[src/rtl/dpd_adapt_ctrl_pkg.sv]
// Shared types for the DPD adaptation controller slice.
// Optional watchdog in the controller is built when DPD_ADAPT_CTRL_WDT_EN is defined.
package package_dpd;

   typedef logic [15:0] u16;
   typedef logic [19:0] u20;
   typedef logic [31:0] u32;

   typedef enum logic [2:0] {
      ST_IDLE,
      ST_SETTLE,
      ST_CAPTURE,
      ST_HOLD,
      ST_FAULT
   } dpd_ctrl_st_t;

   localparam u16 U16_MAX = 16'hFFFF;

   // Increment that sticks at all-ones instead of wrapping.
   function automatic u16 sat_inc16(input u16 v);
      return (v == U16_MAX) ? v : v + 16'd1;
   endfunction

endpackage

[src/rtl/dpd_adapt_ctrl_act_meter.sv]
// Activity meter: counts capture-window samples whose magnitude reaches the
// threshold and flags whether the count reaches MIN_ACT.
// act_ok looks at the count including the sample being taken this cycle, so a
// decision taken on the last capture edge already sees the final sample.
module dpd_act_meter
   import package_dpd::*;
#(
   parameter u32 MIN_ACT = 32'd400
)
(
   input  logic clk,
   input  logic reset_b,
   input  logic clr,
   input  logic en,
   input  u20   magn,
   input  u20   thr,
   output u16   act_cnt,
   output logic act_ok
);

   u16 act_nxt;

   // Next count: clear on window entry, saturating increment per active sample.
   always_comb begin
      act_nxt = act_cnt;
      if (clr)
         act_nxt = '0;
      else if (en && (magn >= thr))
         act_nxt = sat_inc16(act_cnt);
   end

   assign act_ok = (u32'(act_nxt) >= MIN_ACT);

   // Count register.
   always_ff @(posedge clk or negedge reset_b) begin
      if (!reset_b)
         act_cnt <= '0;
      else
         act_cnt <= act_nxt;
   end

endmodule

[src/rtl/dpd_adapt_ctrl.sv]
// DPD adaptation controller: sequences settle / capture / hold phases, drives
// the dpd_adapt window strobe and reports per-iteration acceptance.
// Define DPD_ADAPT_CTRL_WDT_EN to build the consecutive-failure watchdog
// (FAULT state, fail_cnt); otherwise fault is tied low.
module dpd_adapt_ctrl
   import package_dpd::*;
#(
   parameter u32 SETTLE   = 32'd540,
   parameter u32 WINDOW   = 32'd800,
   parameter u32 UPDATE   = 32'd64,
   parameter u32 MIN_ACT  = 32'd400,
   parameter u32 MAX_FAIL = 32'd4
)
(
   input  logic clk,
   input  logic reset_b,
   input  logic enable,
   input  logic start,
   input  logic cont,
   input  u20   magn,
   input  u20   mag_thr,
   output logic dpd_adapt,
   output logic busy,
   output logic done,
   output logic valid,
   output u16   iter_cnt,
   output logic fault
);

   localparam u16 SETTLE_LD = u16'(SETTLE - 32'd1);
   localparam u16 WINDOW_LD = u16'(WINDOW - 32'd1);
   localparam u16 UPDATE_LD = u16'(UPDATE - 32'd1);

   dpd_ctrl_st_t st;
   u16           cnt;
   logic         meter_clr;
   logic         meter_en;
   logic         act_ok;
   logic         fin;
   // Activity count kept observable on the meter; the FSM only needs act_ok.
   u16           act_cnt_unused;

`ifdef DPD_ADAPT_CTRL_WDT_EN
   u16           fail_cnt;
`else
   assign fault = 1'b0;
`endif

   assign meter_clr = enable && (st == ST_SETTLE) && (cnt == '0);
   assign meter_en  = (st == ST_CAPTURE);

   // Outputs are registered, so the iteration result is taken on the edge that
   // enters the last HOLD cycle; with a one-cycle HOLD that is the last CAPTURE edge.
   assign fin = enable &&
                (((st == ST_CAPTURE) && (cnt == '0) && (UPDATE == 32'd1)) ||
                 ((st == ST_HOLD) && (cnt == 16'd1)));

   dpd_act_meter #(
      .MIN_ACT (MIN_ACT)
   ) u_meter (
      .clk     (clk),
      .reset_b (reset_b),
      .clr     (meter_clr),
      .en      (meter_en),
      .magn    (magn),
      .thr     (mag_thr),
      .act_cnt (act_cnt_unused),
      .act_ok  (act_ok)
   );

   // Phase sequencer with registered strobes and iteration bookkeeping.
   always_ff @(posedge clk or negedge reset_b) begin
      if (!reset_b) begin
         st        <= ST_IDLE;
         cnt       <= '0;
         dpd_adapt <= 1'b0;
         busy      <= 1'b0;
         done      <= 1'b0;
         valid     <= 1'b0;
         iter_cnt  <= '0;
`ifdef DPD_ADAPT_CTRL_WDT_EN
         fault     <= 1'b0;
         fail_cnt  <= '0;
`endif
      end else begin
         dpd_adapt <= 1'b0;
         busy      <= 1'b0;
         if (!enable) begin
            st  <= ST_IDLE;
            cnt <= '0;
`ifdef DPD_ADAPT_CTRL_WDT_EN
            if (st == ST_FAULT) begin
               fault    <= 1'b0;
               fail_cnt <= '0;
            end
`endif
         end else begin
            case (st)
               ST_IDLE: begin
                  if (start || cont) begin
                     st   <= ST_SETTLE;
                     cnt  <= SETTLE_LD;
                     busy <= 1'b1;
                  end
               end
               ST_SETTLE: begin
                  busy <= 1'b1;
                  if (cnt == '0) begin
                     st        <= ST_CAPTURE;
                     cnt       <= WINDOW_LD;
                     dpd_adapt <= 1'b1;
                  end else begin
                     cnt <= cnt - 16'd1;
                  end
               end
               ST_CAPTURE: begin
                  busy <= 1'b1;
                  if (cnt == '0) begin
                     st  <= ST_HOLD;
                     cnt <= UPDATE_LD;
                  end else begin
                     cnt       <= cnt - 16'd1;
                     dpd_adapt <= 1'b1;
                  end
               end
               ST_HOLD: begin
                  if (cnt != '0) begin
                     busy <= 1'b1;
                     cnt  <= cnt - 16'd1;
                  end
`ifdef DPD_ADAPT_CTRL_WDT_EN
                  else if (u32'(fail_cnt) >= MAX_FAIL) begin
                     st    <= ST_FAULT;
                     fault <= 1'b1;
                  end
`endif
                  else if (cont) begin
                     st   <= ST_SETTLE;
                     cnt  <= SETTLE_LD;
                     busy <= 1'b1;
                  end else begin
                     st <= ST_IDLE;
                  end
               end
               ST_FAULT: begin
               end
               default: st <= ST_IDLE;
            endcase
         end

         done <= fin;
         if (fin) begin
            valid <= act_ok;
            if (act_ok)
               iter_cnt <= iter_cnt + 16'd1;
`ifdef DPD_ADAPT_CTRL_WDT_EN
            fail_cnt <= act_ok ? '0 : sat_inc16(fail_cnt);
`endif
         end
      end
   end

endmodule

[config.mk]
export PLATFORM = sky130hd
export DESIGN_NAME = dpd_adapt_ctrl
export DESIGN_NICKNAME = d
export VERILOG_FILES = /design/src/rtl/dpd_adapt_ctrl_pkg.sv /design/src/rtl/dpd_adapt_ctrl_act_meter.sv /design/src/rtl/dpd_adapt_ctrl.sv
export SDC_FILE = /design/constraint.sdc
export NUM_CORES = 1
export LEC_CHECK = 0
export BUFFER_PORTS_ARGS = -buffer_cell sky130_fd_sc_hd__buf_4
export CORE_UTILIZATION = 61
export CTS_CLUSTER_DIAMETER = 60
export DETAILED_ROUTE_END_ITERATION = 10
export GPL_ROUTABILITY_DRIVEN = 0
export PLACE_DENSITY = 0.86
export SYNTH_ARGS = -nofsm -noshare
export SYNTH_HDL_FRONTEND = slang
export SYNTH_HIERARCHICAL = 1
export SYNTH_SLANG_ARGS = --single-unit
[constraint.sdc]
create_clock -name clk -period 5.6 [get_ports clk]
set_input_delay 1.12 -clock clk [delete_from_list [all_inputs] [get_ports clk]]
set_output_delay 1.12 -clock clk [all_outputs]
set_load 0.01 [all_outputs]
==> results.toml <==
[floorplanning]
initial_core_util_pct = 63.0
io-pin-count = 66
dieArea_mm2 = 0.00643
fp.dieW_um = 80.2
die_h_um = 80.2
core_area_mm2 = 0.00592
placementRows = 28

[timing]
hold_violations = 0
tns_ns = 0
skew_ns = 0.00839
setup_violations = 0
finalWorstSetupSlack_ns = 1.39
rsz0062_at_grt = "no"
fmax_ghz = 0.238
finalCriticalPeriod_ns = 4.21
max_slew_margin_pct = 22.8
tightest_slew_ns = 1.15
slew_viol_final = 0
fin_crit_sh_pct = 75.1

[synth]
async_flop_share_pct = 100
yosys_warnings = 6
synth_area_leaders = "dfrtp_1 36%, ha_1 9.7%, nor2_1 4.2%"
avgSynthCellArea_um2 = 9.08
syn-instance-count = 411
synthMuxAreaShare_pct = 1.34
synth_top_family_by_area = "simple AND/OR/NAND/NOR gates"
syn_nets = 485
synth_area_mm2 = 0.00373
synthFlopType = "dfrtp_1"
synth-xor-area-share_pct = 6.11
synth_edf_count = 0
yosysTopAreaCell = "dfrtp_1"
synth-simple-area-share_pct = 25.6
synth_top_area_share_pct = 36.2
ys_seq_elements = 54
synth_fa_ha_area_share_pct = 9.73
yosysSeqAreaShare_pct = 36.2
synth_compound_area_share_pct = 15.3
yosysUniqueCellTypes = 68

[detailed_routing]
vias = 3348
drt_iter0_markers = 349
wire_per_inst_um = 15.3
wl_um = 8380
drt_first_pass_iters = 9
via_per_inst = 6.12
drc = 1
ant_nets = 0

[worst_setup_path]
critPathKind = "in -> reg"
cp_max_fo = 8
cp_top_family = "simple AND/OR/NAND/NOR gates"
crit_path_max_incr_delay_ns = 0.55
path_buf_inv = 1
cp-start-kind = "input pin"
path_cells = "buf_4, ha_1, nand4_4, nor4_4, nor4b_4, o31ai_2, or4_4, a21oi_2, nor3_1, nand4b_1, nand3_1, nor2_1, nand3_1, nor3b_1, xor2_1"
cp_slowest_cell = "or4_4"
worstPathArrival_ns = 4.44
end_kind = "register"
worst_ep_required_time_ns = 5.83
cpMostUsedCell = "nand3_1"

[global_route]
antenna_found_initial = 0
grt.overflow.total = 0
grt_pass1_vias = 3197
grt_max_degree = 55
grt_use_total_pct = 27.6
grt_pass1_wl_um = 14100

[run_status]
violations = "DRC"
status = "finished, violations left"

[clock_tree]
clock_sinks = 54
hold_buffers = 0
h-tree-depth = 2
cts_buffers = 5
clk_latency_ns = 0.31
cts_setup_buffers = 0
post_cts_resized = 0
clkTransAtPathRegs_ns = 0.10
cts_tree = "yes"
clock_path_buffers = 2
cts_root_buf = "clkbuf_8"

[power]
powerDensity_mw_per_mm2 = 330
vdd_drop_max_v = 0.000218
p_leak_nw = 2.14

[layout]
final_util_pct = 73.2
fillers = 443
drive_above_1_share_pct = 19.9
nNetsFinal = 546
syn_to_final_growth_pct = 16.2
num_antenna_cells = 0

[placed_design]
dp_hpwl_um = 6360
place.port_buffers = 64
pre_cts_ws_ns = 1.06

[flow_run]
cap_violations = 0

[min_path]
hold_path.class = "reg -> reg"
-- final timing paths --
path / depth (start not counted) / slack, ns / to / startpoint
hold reg to reg: 1 / 0.47 / iter_cnt[15]$_DFFE_PN0P_ / iter_cnt[15]$_DFFE_PN0P_
setup / recovery: 15 / 1.39 / iter_cnt[14]$_DFFE_PN0P_ / magn[17]
setup reg to reg: 13 / 1.86 / iter_cnt[9]$_DFFE_PN0P_ / cnt[8]$_DFFE_PN0P_
max in group asynchronous: 1 / 4.31 / st[1]$_DFFE_PN0P_ / reset_b
hold / removal: 1 / 0.47 / iter_cnt[15]$_DFFE_PN0P_ / iter_cnt[15]$_DFFE_PN0P_
min in group asynchronous: 1 / 0.84 / u_meter/act_cnt[2]$_DFF_PN0_ / reset_b
-- layout by cell type, fill, tap and decap left out, types with 4 or more instances in the layout --
cell / Yosys / final
a21oi_1: 20 / 20
nor3_1: 16 / 16
o21ai_1: 6 / 6
ha_1: 29 / 29
or3_1: 5 / 5
nand2_1: 26 / 26
buf_4: 1 / 65
o31ai_1: 5 / 5
nand4_1: 5 / 5
a211oi_1: 8 / 8
xor2_1: 14 / 14
a211o_1: 4 / 4
nand3_1: 19 / 19
and4_1: 5 / 5
nor2_1: 42 / 42
xnor2_1: 12 / 12
inv_1: 39 / 39
dfrtp_1: 54 / 54
o21ai_0: 8 / 8
and3_1: 9 / 9
clkbuf_8: 0 / 5
or4_1: 8 / 8
mux2i_1: 5 / 5
-- layout make-up --
cell class	count	area, um^2	share of cell area [%]
repair buffers	65	488	11.3
flip-flops and latches	54	1350	31.2
clock inverters	2	15.0	0.346
multi-input cells	306	2170	50.0
well taps	75	93.8	2.16
inverters	40	150	3.46
clock buffers	5	68.8	1.59
-- flip-flops by register name, summed over array words and instances, names as in the netlist --
register         flops
done                 1
busy                 1
dpd_adapt            1
iter_cnt            16
cnt                 16
st                   2
u_meter/act_cnt     16
valid                1
-- Yosys cell counts (all sizes together) (9+ instances only) --
master and instances:
dfrtp 54, a21oi 22, nor2 43, xor2 14, o21ai 14, inv 39, and3 9, nand2 26
or4 10, xnor2 12, nor3 17, nand3 19, ha 29
-- cells by family after synthesis --
kind of cell / count (synthesis)
and+or+nand+nor: 166
AOI/OAI and AO/OA: 79
DFF: 54
buffers and inverters: 51
adders and majority gates: 29
xor gates and xnor gates: 26
muxes: 5
other: 1
-- worst reg2reg max path, stage by stage, from the launching register on --
cell and delay [ns]:
dfrtp_1 0.45, or4_1 0.64, nor4_4 0.61, nand2_1 0.15, nor2_1 0.11, buf_4 0.26, nor4_1 0.09, o21bai_1 0.20
nor3_1 0.19, nand4b_1 0.24, and4_1 0.28, nand4_1 0.17, nor2_1 0.10, xnor2_1 0.14
-- where the power goes --
| part | switching (mW) | leakage, nW | internal, mW |
|---|---|---|---|
| logic | 0.416 | 1.38 | 0.275 |
| registers | 0.0747 | 0.722 | 0.451 |
| clock network | 0.127 | 0.0362 | 0.0857 |
-- stage by stage --
| step | instance area (um^2) | hold WS [ns] | std cells | power [mW] |
|---|---|---|---|---|
| floorplan | 3730 | 0.504 | 411 | 1.04 |
| global placement | 4250 | 0.460 | 540 | 1.18 |
| detailed placement | 4250 | 0.460 | 540 | 1.20 |
| CTS | 4340 | 0.475 | 547 | 1.42 |
| global route | 4340 | 0.482 | 547 | 1.53 |
| finish | 4340 | 0.474 | 547 | 1.43 |
-- layer usage --
| layer | up-vias | routed length [um] | GRT usage, % |
|---|---|---|---|
| li1 | 1595 | - | - |
| met5 | - | 0 | 0 |
| met4 | 0 | 176 | 8.75 |
| met3 | 33 | 477 | 3.18 |
| met2 | 141 | 4130 | 46.8 |
| met1 | 1579 | 3600 | 36.6 |
Power figures use the tool's default switching activity.
